==> config.mk <==
export PLATFORM = sky130hd
export DESIGN_NAME = pipe_ctrl
export DESIGN_NICKNAME = d
export VERILOG_FILES = /design/src/rtl/pipe_ctrl_pkg.sv /design/src/rtl/pipe_ctrl_prio.sv /design/src/rtl/pipe_ctrl.sv
export SDC_FILE = /design/constraint.sdc
export NUM_CORES = 1
export LEC_CHECK = 0
export ABC_AREA = 0
export CAP_MARGIN = 20
export CORE_UTILIZATION = 52
export DETAILED_ROUTE_END_ITERATION = 6
export DONT_BUFFER_PORTS = 1
export PLACE_DENSITY = 0.63
export SKIP_CTS_REPAIR_TIMING = 1
export SLEW_MARGIN = 30
export SYNTH_ARGS = -nofsm -noshare
export SYNTH_HDL_FRONTEND = slang
export SYNTH_SLANG_ARGS = --single-unit
==> constraint.sdc <==
create_clock -name clk -period 2.2 [get_ports clk]
set_input_delay 0.33 -clock clk [delete_from_list [all_inputs] [get_ports clk]]
set_output_delay 0.33 -clock clk [all_outputs]
set_load 0.1 [all_outputs]
==> src/rtl/pipe_ctrl_pkg.sv <==
// Shared constants and types for the pipeline sequencer.
// Latency: n/a (package only).
// Backpressure: n/a (package only).
package pipe_ctrl_pkg;

    // Address/data word helpers shared across the core
    localparam int AddrBus_W = 32;
    typedef logic [AddrBus_W-1:0] addr_t;
    localparam addr_t ZeroWord = 32'h0000_0000;

    // Stall vector layout: bit k freezes pipeline register feeding stage k
    localparam int STALL_W   = 5;
    localparam int STALL_IF  = 0;
    localparam int STALL_ID  = 1;
    localparam int STALL_EX  = 2;
    localparam int STALL_MEM = 3;
    localparam int STALL_WB  = 4;

    // A stall at stage k also freezes every stage upstream of k
    localparam logic [STALL_W-1:0] STALL_NONE     = 5'b00000;
    localparam logic [STALL_W-1:0] STALL_THRU_IF  = 5'b00001;
    localparam logic [STALL_W-1:0] STALL_THRU_ID  = 5'b00011;
    localparam logic [STALL_W-1:0] STALL_THRU_EX  = 5'b00111;
    localparam logic [STALL_W-1:0] STALL_THRU_MEM = 5'b01111;
    localparam logic [STALL_W-1:0] STALL_ALL      = 5'b11111;

    // Default exception handler address (bootstrap exception vector)
    localparam addr_t EXC_VECTOR_DEF = 32'hBFC0_0380;

    // Sequencer states
    typedef enum logic [1:0] {
        ST_RUN   = 2'd0,
        ST_DRAIN = 2'd1,
        ST_FLUSH = 2'd2
    } pc_state_t;

endpackage

==> src/rtl/pipe_ctrl_prio.sv <==
// Stall-request priority encoder: deepest requesting stage wins.
// Latency: purely combinational, 0 cycles.
// Backpressure: none; output is the stall mask only.
module pipe_ctrl_prio
    import pipe_ctrl_pkg::*;
(
    input  logic               i_if_req,
    input  logic               i_id_req,
    input  logic               i_ex_req,
    input  logic               i_mem_req,
    output logic [STALL_W-1:0] o_stall
);

    // Deepest stage takes precedence since it freezes everything behind it;
    // the wb bit is never set here, only the drain path freezes writeback.
    always_comb begin
        o_stall = STALL_NONE;
        if (i_mem_req) begin
            o_stall = STALL_THRU_MEM;
        end else if (i_ex_req) begin
            o_stall = STALL_THRU_EX;
        end else if (i_id_req) begin
            o_stall = STALL_THRU_ID;
        end else if (i_if_req) begin
            o_stall = STALL_THRU_IF;
        end
    end

endmodule

==> src/rtl/pipe_ctrl.sv <==
// Pipeline sequencer: stall merge, exception flush/redirect, dbus drain with watchdog abort.
// Latency: stall 0 cycles; flush 0 cycles if dbus idle, else busy cycles + 1 (<= DRAIN_TIMEOUT+1).
// Backpressure: freezes all five stages while draining; flush overrides every stall request.
// Optional: define PIPE_CTRL_PERF_EN to add saturating perf_stall_cnt / perf_flush_cnt outputs.
module pipe_ctrl
    import pipe_ctrl_pkg::*;
#(
    parameter addr_t EXC_VECTOR    = EXC_VECTOR_DEF,
    parameter int    DRAIN_TIMEOUT = 64,
    parameter int    CNT_W         = 8
) (
    input  logic               clk,
    input  logic               rst,
    input  logic               if_stallreq,
    input  logic               id_stallreq,
    input  logic               ex_stallreq,
    input  logic               mem_stallreq,
    input  logic               mem_excp,
    input  logic               mem_eret,
    input  logic [31:0]        cp0_epc,
    input  logic               dbus_busy,
    output logic [STALL_W-1:0] stall,
    output logic               flush,
    output logic [31:0]        new_pc,
    output logic               dbus_abort
`ifdef PIPE_CTRL_PERF_EN
    ,
    output logic [31:0]        perf_stall_cnt,
    output logic [31:0]        perf_flush_cnt
`endif
);

    localparam logic [CNT_W-1:0] WD_LAST = CNT_W'(DRAIN_TIMEOUT - 1);
    localparam logic [CNT_W-1:0] WD_ONE  = CNT_W'(1);

    pc_state_t          r_state;
    logic [CNT_W-1:0]   r_wdog;
    addr_t              r_target;

    logic [STALL_W-1:0] w_req_stall;
    addr_t              w_sel_target;
    logic               w_timeout;

    pipe_ctrl_prio u_prio (
        .i_if_req  (if_stallreq),
        .i_id_req  (id_stallreq),
        .i_ex_req  (ex_stallreq),
        .i_mem_req (mem_stallreq),
        .o_stall   (w_req_stall)
    );

    // ERET returns to EPC; every other exception goes to the handler vector
    assign w_sel_target = mem_eret ? cp0_epc : EXC_VECTOR;

    // Watchdog expires on its last DRAIN cycle only if the bus is still busy
    assign w_timeout = (r_state == ST_DRAIN) && dbus_busy && (r_wdog == WD_LAST);

    // Mealy outputs: exception in RUN with idle bus flushes in the same cycle
    always_comb begin
        stall      = STALL_NONE;
        flush      = 1'b0;
        new_pc     = ZeroWord;
        dbus_abort = 1'b0;
        if (!rst) begin
            case (r_state)
                ST_RUN: begin
                    if (mem_excp) begin
                        if (dbus_busy) begin
                            stall = STALL_ALL;
                        end else begin
                            flush  = 1'b1;
                            new_pc = w_sel_target;
                        end
                    end else begin
                        stall = w_req_stall;
                    end
                end
                ST_DRAIN: begin
                    stall      = STALL_ALL;
                    dbus_abort = w_timeout;
                end
                ST_FLUSH: begin
                    flush  = 1'b1;
                    new_pc = r_target;
                end
                default: begin
                    stall = STALL_NONE;
                end
            endcase
        end
    end

    // Sequencer state, drain watchdog and latched redirect target
    always_ff @(posedge clk) begin
        if (rst) begin
            r_state  <= ST_RUN;
            r_wdog   <= '0;
            r_target <= ZeroWord;
        end else begin
            case (r_state)
                ST_RUN: begin
                    if (mem_excp && dbus_busy) begin
                        r_target <= w_sel_target;
                        r_wdog   <= '0;
                        r_state  <= ST_DRAIN;
                    end
                end
                ST_DRAIN: begin
                    r_wdog <= r_wdog + WD_ONE;
                    if (!dbus_busy || w_timeout) begin
                        r_state <= ST_FLUSH;
                    end
                end
                ST_FLUSH: begin
                    r_state <= ST_RUN;
                end
                default: begin
                    r_state <= ST_RUN;
                end
            endcase
        end
    end

`ifdef PIPE_CTRL_PERF_EN
    logic [31:0] r_perf_stall;
    logic [31:0] r_perf_flush;

    // Saturating counts of cycles with any stall and cycles with flush
    always_ff @(posedge clk) begin
        if (rst) begin
            r_perf_stall <= '0;
            r_perf_flush <= '0;
        end else begin
            if ((stall != STALL_NONE) && (r_perf_stall != 32'hFFFF_FFFF)) begin
                r_perf_stall <= r_perf_stall + 32'd1;
            end
            if (flush && (r_perf_flush != 32'hFFFF_FFFF)) begin
                r_perf_flush <= r_perf_flush + 32'd1;
            end
        end
    end

    assign perf_stall_cnt = r_perf_stall;
    assign perf_flush_cnt = r_perf_flush;
`endif

endmodule
==> results of run 1 <==
==> report_power, final <==
group | switching, µW | total [µW] | internal [µW]
Clock | 267 | 584 | 317
Combinational | 312 | 459 | 147
Sequential | 19.8 | 810 | 790
Total | 599 | 1850 | 1250
==> state kept, by name, summed over array words and instances (netlist names) <==
register / count
r_target: 32
r_wdog: 8
r_state: 2
==> area by class of cell <==
class	count	share of cell area [%]
inverters	2	0.229
clock buffers	8	3.36
multi-input cells	232	44.2
repair buffers	48	24.5
flip-flops and latches	42	25.8
well taps	50	1.91
==> routing by layer <==
layer  up-vias  GRT usage, %  routed length (µm)
li1       1142             -                   -
met1      1164          34.8                2570
met2        95          46.1                3170
met3         7          7.24                 468
met4         0          7.29                  53
met5         -             0                   0
==> placed cells by master, fill, tap and decap left out, drive strengths merged <==
master	n
a311oi	2
nand4	2
dfxtp	42
a211oi	2
o21a	2
and4bb	1
a21oi	26
mux2	2
or2	1
nand4bb	1
nor4	2
nor3	14
nor2b	5
nand2	24
a22oi	12
o21ai	3
nand3	22
nand2b	15
and4b	1
a211o	1
o22ai	4
clkbuf	8
nor4b	1
buf	48
a32oi	20
or3	1
ha	1
inv	2
a41oi	1
nor3b	3
nor2	61
and3	2
==> cell families (layout without fill, tap and decap cells) <==
family                     count (synthesis)  after routing  synth area share (%)
AOI/OAI and AO/OA                         73             73                  21.9
adders and majority gates                  1              1                 0.543
buffers and inverters                     33             58                  7.17
DFF                                       42             42                  36.5
muxes                                      2              2                 0.978
and+or+nand+nor                          156            156                  32.9
==> Yosys cell counts, types with 3 or more instances <==
cell                       number
sky130_fd_sc_hd__nand2b_1      15
sky130_fd_sc_hd__a21oi_1       25
sky130_fd_sc_hd__clkbuf_1       8
sky130_fd_sc_hd__buf_2         17
sky130_fd_sc_hd__nand2_1       24
sky130_fd_sc_hd__buf_4          3
sky130_fd_sc_hd__nor3b_1        3
sky130_fd_sc_hd__a32oi_1       20
sky130_fd_sc_hd__dfxtp_1       42
sky130_fd_sc_hd__o21ai_0        3
sky130_fd_sc_hd__nand3_1       22
sky130_fd_sc_hd__a22oi_1       12
sky130_fd_sc_hd__nor2_1        61
sky130_fd_sc_hd__nor2b_1        4
sky130_fd_sc_hd__nor3_1        14
sky130_fd_sc_hd__o22ai_1        4
==> through the flow <==
stage / setup TNS, ps / total power, µW / hold WS [ps] / area, µm²
after CTS: -123 / 1860 / 82.6 / 3250
after global routing: 0 / 1920 / 82.0 / 3270
after floorplan: -2100 / 1180 / 436 / 2400
after detailed placement: 0 / 1290 / 399 / 3140
final: 0 / 1850 / 88.1 / 3270
after global placement: 0 / 1280 / 398 / 3140
==> path summary, 6_finish.rpt <==
path | depth (start not counted) | slack [ps] | endpoint
hold reg to reg | 2 | 450 | r_target[2]$_SDFFE_PP0P_
hold / removal | 1 | 90 | r_wdog[1]$_SDFFE_PP0P_
setup / recovery | 5 | 120 | new_pc[21]
setup reg to reg | 3 | 700 | r_wdog[6]$_SDFFE_PP0P_
==> impl_table.tex, run 1 <==
\begin{tabular}{lr}
\hline
Metric & Value \\
\hline
\multicolumn{2}{l}{\textbf{Yosys}} \\
Sequential-to-total area share from yosys stat & 36.5\% \\
Post-synthesis register bit count & 42 \\
Cell area after technology mapping & 2300 µm² \\
Primary flip-flop cell chosen by synthesis mapping & sky130\_fd\_sc\_hd\_\_dfxtp\_1 \\
Number of enable-type register cells in the synthesized netlist & 0 \\
Library cell occupying the most area in the post-synthesis netlist & sky130\_fd\_sc\_hd\_\_dfxtp\_1 \\
Biggest area contributors in the synthesized netlist & sky130\_fd\_sc\_hd\_\_dfxtp\_1 37\%, sky130\_fd\_sc\_hd\_\_nor2\_1 9.9\%, sky130\_fd\_sc\_hd\_\_a32oi\_1 7.6\%, sky130\_fd\_sc\_hd\_\_a21oi\_1 5.4\%, sky130\_fd\_sc\_hd\_\_nand3\_1 4.8\% \\
Synth warn & 0 \\
Async set-or-reset flop fraction in the synthesized netlist & 0\% \\
Per-instance average area after synthesis & 7.50 µm² \\
Synthesized net count & 349 \\
Gate count of the mapped netlist & 307 \\
Area share of the largest cell type after synthesis & 36.5\% \\
Number of library cell types mapped by synthesis & 38 \\
\multicolumn{2}{l}{\textbf{STA}} \\
Final slew viol count & 0 \\
Worst slew margin & 56.6\% \\
RSZ-0062 raised after global routing & false \\
Clock tree skew after final layout & 4.72 ps \\
Setup violation total in the final timing report & 0 \\
Worst slew pin tran & 651 ps \\
Time the worst path needs with I/O delays and setup & 2080 ps \\
Period Utilization, post-route & 94.7\% \\
Final-report hold violation count & 0 \\
Fmax & 480 MHz \\
Final WS setup & 116 ps \\
\multicolumn{2}{l}{\textbf{Drt}} \\
Post-route antenna net violation count & 0 \\
WL/cell & 16.4 µm \\
Violation count after the first detailed-routing iteration & 248 \\
Per-cell via count in the routed design & 6.30 \\
Number of DRC violations after detailed routing & 0 \\
Length of the first detailed-routing pass in iterations & 4 \\
Sum of routed wire length over all layers & 6.27 mm \\
Via count & 2,408 \\
\multicolumn{2}{l}{\textbf{Setup path}} \\
Crit path launch type & flip-flop \\
Source of the critical timing path & r\_state[0]\$\_SDFFE\_PP0P\_ \\
Endpoint class of the critical path & primary output \\
Cell type of the slowest stage on the worst timing path & sky130\_fd\_sc\_hd\_\_dfxtp\_2 \\
Dominant cell type by count on the critical path & sky130\_fd\_sc\_hd\_\_buf\_12 \\
Cell family with most CP delay & simple AND/OR/NAND/NOR gates \\
Cells along the critical path & nor4b\_4 > buf\_12 > a32oi\_1 > nor2\_2 > buf\_12 \\
Max incr delay on CP & 390 ps \\
Worst path buffer plus inverter count & 2 \\
Max FO, Critical Path & 32 \\
Data arrival time of the critical path & 1750 ps \\
Reg-to-reg startpoint & r\_state[0]\$\_SDFFE\_PP0P\_ \\
WP data required & 1870 ps \\
Crit Path Class & reg -> out \\
\multicolumn{2}{l}{\textbf{Clock network}} \\
Htree depth & 2 \\
Post-CTS clock slew at the launch and capture registers of the worst setup and hold paths & 80 ps \\
Clock tree from TritonCTS & yes \\
Number of sinks on the clock net & 42 \\
Cell at the root of the clock tree & sky130\_fd\_sc\_hd\_\_clkbuf\_8 \\
Clk\_lat worst skew & 300 ps \\
Maximum clock path buffer count & 2 \\
TritonCTS buffer count & 5 \\
\multicolumn{2}{l}{\textbf{Die}} \\
Initial standard-cell utilization of the core & 55.9\% \\
Number of standard-cell rows in the floorplan & 23 \\
Vertical die dimension & 68.5 µm \\
Die ar. & 4700 µm² \\
Width of the die & 68.5 µm \\
Top Ports & 80 \\
Area of the core & 4120 µm² \\
\multicolumn{2}{l}{\textbf{Global routing}} \\
Pin count of the biggest net entering global routing & 53 \\
Global-route total usage across every layer & 27.5\% \\
Number of global-route vias before repair & 2,052 \\
Number of antenna violations at the first check in global routing & 0 \\
Total congestion overflow after global routing & 0 \\
Global-route wire length before repair & 9.67 mm \\
\multicolumn{2}{l}{\textbf{Final layout}} \\
Number of antenna repair diodes & 0 \\
Share of final-layout standard cells stronger than drive strength 1 & 31.3\% \\
Area occupied by multi-input gates & 1450 µm² \\
Final net count & 373 \\
Layout Area Growth over Synthesis & 42.2\% \\
Final standard cell count with taps included and fillers excluded & 382 \\
Area used by sequential logic in the layout & 843 µm² \\
Fill cell count & 273 \\
Finished Core Util & 79.6\% \\
\multicolumn{2}{l}{\textbf{Place}} \\
Half-perimeter wire length after detailed placement & 4.00 mm \\
Placed insts & 374 \\
Dpl ws & 264 ps \\
Routability cong. & 0.822 \\
Number of port buffers & 0 \\
\multicolumn{2}{l}{\textbf{Job}} \\
Number of max-capacitance violations reported & 0 \\
\multicolumn{2}{l}{\textbf{Worst hold path}} \\
Hold Crit Start & rst \\
Min-delay worst type & in -> reg \\
\multicolumn{2}{l}{\textbf{Power and ir drop}} \\
Worst supply voltage drop on vdd & 571 µV \\
P\_leak & 0.00110 µW \\
Pwr/cell area & 566 nW/µm² \\
\multicolumn{2}{l}{\textbf{Run status}} \\
Result of the run & complete, no violations \\
\hline
\end{tabular}
No activity file was read; power rests on OpenSTA's default activity.
==> run 2, diff against run 1 <==
clock period = 2.1 ns   (was 2.2 ns; I/O delays follow)
==> run 2 against run 1 <==
Against the previous run:
- register-to-register slack got worse by 170 ps
- worst setup slack worse by 52 ps
- highest routed layer unchanged
- largest cell class unchanged
- largest power group unchanged
- via count is 0.25% lower
- power is 3.3% higher
- first-iteration DRC count is 40% lower
==> impl_table.tex, run 2 (synthesized netlist as in run 1, its figures left out) <==
\begin{tabular}{lr}
\hline
Metric & Value \\
\hline
\multicolumn{2}{l}{\textbf{Run status}} \\
Result of the run & complete, no violations \\
\multicolumn{2}{l}{\textbf{Power and ir drop}} \\
P\_leak & 0.00114 µW \\
Pwr/cell area & 558 nW/µm² \\
Worst supply voltage drop on vdd & 416 µV \\
Total design power & 1910 µW \\
\multicolumn{2}{l}{\textbf{Drt}} \\
Sum of routed wire length over all layers & 6.65 mm \\
Post-route antenna net violation count & 0 \\
Number of DRC violations after detailed routing & 0 \\
Per-cell via count in the routed design & 6.21 \\
Via count & 2,402 \\
Violation count after the first detailed-routing iteration & 148 \\
WL/cell & 17.2 µm \\
Length of the first detailed-routing pass in iterations & 5 \\
\multicolumn{2}{l}{\textbf{Setup path}} \\
Endpoint class of the critical path & primary output \\
Depth of the most critical reg-to-reg path & 4 \\
Reg-to-reg slack, setup & 530 ps \\
Destination of the critical timing path & new\_pc[3] \\
Reg-to-reg startpoint & r\_state[0]\$\_SDFFE\_PP0P\_ \\
Endpoint of the worst-slack reg-to-reg timing path & r\_target[12]\$\_SDFFE\_PP0P\_ \\
Crit Path Class & reg -> out \\
Data arrival time of the critical path & 1720 ps \\
Crit path launch type & flip-flop \\
WP data required & 1780 ps \\
Source of the critical timing path & r\_state[1]\$\_SDFFE\_PP0P\_ \\
Max FO, Critical Path & 10 \\
\multicolumn{2}{l}{\textbf{Place}} \\
Dpl ws & 257 ps \\
Routability cong. & 0.791 \\
Half-perimeter wire length after detailed placement & 4.37 mm \\
Number of port buffers & 0 \\
\multicolumn{2}{l}{\textbf{Final layout}} \\
Registers with the most flip-flops & r\_target: 32 flops, r\_wdog: 8 flops, r\_state: 2 flops \\
Final net count & 378 \\
Fill cell count & 255 \\
Most frequent standard cell in the layout excluding fill and tap cells & sky130\_fd\_sc\_hd\_\_dfxtp\_1 \\
Layout Area Growth over Synthesis & 48.9\% \\
Top library cells by usage in the layout, fill and taps aside & 40 x sky130\_fd\_sc\_hd\_\_dfxtp\_1, 37 x sky130\_fd\_sc\_hd\_\_buf\_12, 28 x sky130\_fd\_sc\_hd\_\_nor2\_1 \\
Share of final-layout standard cells stronger than drive strength 1 & 31.8\% \\
Flip-flop count of the largest register after layout & 32 \\
Number of antenna repair diodes & 0 \\
Top register by number of flip-flops & r\_target \\
\multicolumn{2}{l}{\textbf{Die}} \\
Top Ports & 80 \\
Die ar. & 4700 µm² \\
Area of the core & 4120 µm² \\
Number of standard-cell rows in the floorplan & 23 \\
Width of the die & 68.5 µm \\
Vertical die dimension & 68.5 µm \\
Initial standard-cell utilization of the core & 55.9\% \\
\multicolumn{2}{l}{\textbf{Global routing}} \\
Global-route total usage across every layer & 27.5\% \\
Total congestion overflow after global routing & 0 \\
Pin count of the biggest net entering global routing & 53 \\
Number of antenna violations at the first check in global routing & 0 \\
Number of global-route vias before repair & 2,119 \\
Global-route wire length before repair & 9.63 mm \\
\multicolumn{2}{l}{\textbf{STA}} \\
Clock tree skew after final layout & 3.53 ps \\
Setup violation total in the final timing report & 0 \\
Fmax & 491 MHz \\
Period Utilization, post-route & 97.0\% \\
Post-Route Setup TNS & 0 ps \\
Time the worst path needs with I/O delays and setup & 2040 ps \\
Final slew viol count & 0 \\
Final-report hold violation count & 0 \\
Worst slew pin tran & 656 ps \\
Worst slew margin & 56.3\% \\
Final WS setup & 63.9 ps \\
\multicolumn{2}{l}{\textbf{Clock network}} \\
Clk\_lat worst skew & 290 ps \\
Maximum clock path buffer count & 2 \\
Clock tree from TritonCTS & yes \\
Number of sinks on the clock net & 42 \\
Post-CTS clock slew at the launch and capture registers of the worst setup and hold paths & 80 ps \\
Htree depth & 2 \\
TritonCTS buffer count & 5 \\
Cell at the root of the clock tree & sky130\_fd\_sc\_hd\_\_clkbuf\_8 \\
\multicolumn{2}{l}{\textbf{Worst hold path}} \\
Min-delay worst type & in -> reg \\
\multicolumn{2}{l}{\textbf{Job}} \\
Number of max-capacitance violations reported & 0 \\
\hline
\end{tabular}
[run 2: layout make-up]
class                      count  area (µm²)  area share, %
multi-input combinational    232        1550           45.1
timing repair buffer          53         877           25.6
sequential                    42         843           24.6
inverter                       2        7.51          0.219
clock buffer                   7        86.3           2.52
clock inverter                 1        5.00          0.146
tap                           50        62.6           1.82
[run 2: per-stage QoR]
step	util, %	hold WS [ps]	cell area (µm²)	cells
after floorplan	-	436	2480	307
after global placement	79.5	383	3270	375
after detailed placement	79.5	384	3270	375
after CTS	81.8	75.1	3360	383
after global routing	83.3	62.0	3430	387
final	83.3	81.0	3430	387
[run 2: power by group]
group          internal [µW]  total (µW)  switching (µW)
clock network            265         537             272
logic                    176         527             351
registers                828         849            20.8
[run 2: worst min-delay path by stage]
stage,start,endpoint,slack [ps],depth (start not counted)
global route,rst,r_wdog[3]$_SDFFE_PP0P_,60,1
floorplan,r_target[0]$_SDFFE_PP0P_,r_target[0]$_SDFFE_PP0P_,440,2
CTS,rst,r_wdog[3]$_SDFFE_PP0P_,80,1
finish,rst,r_wdog[3]$_SDFFE_PP0P_,80,1
detailed placement,rst,r_wdog[3]$_SDFFE_PP0P_,380,1
global placement,rst,r_wdog[3]$_SDFFE_PP0P_,380,1
[run 2: metal layers]
| metal | vias up | share of wire [%] | global-route usage (%) |
|---|---|---|---|
| met5 | - | 0 | 0 |
| met4 | 0 | 1.1 | 10.4 |
| met3 | 7 | 8.0 | 7.24 |
| met2 | 104 | 49 | 46.9 |
| met1 | 1142 | 42 | 32.8 |
| li1 | 1149 | - | - |
[run 2: worst max-delay path: stages, from the launching register on]
cell and delay, ps:
sky130_fd_sc_hd__dfxtp_2 360, sky130_fd_sc_hd__nor4b_4 270, sky130_fd_sc_hd__buf_4 180, sky130_fd_sc_hd__buf_6 140
sky130_fd_sc_hd__a32oi_1 150, sky130_fd_sc_hd__nor2_4 140, sky130_fd_sc_hd__buf_12 180
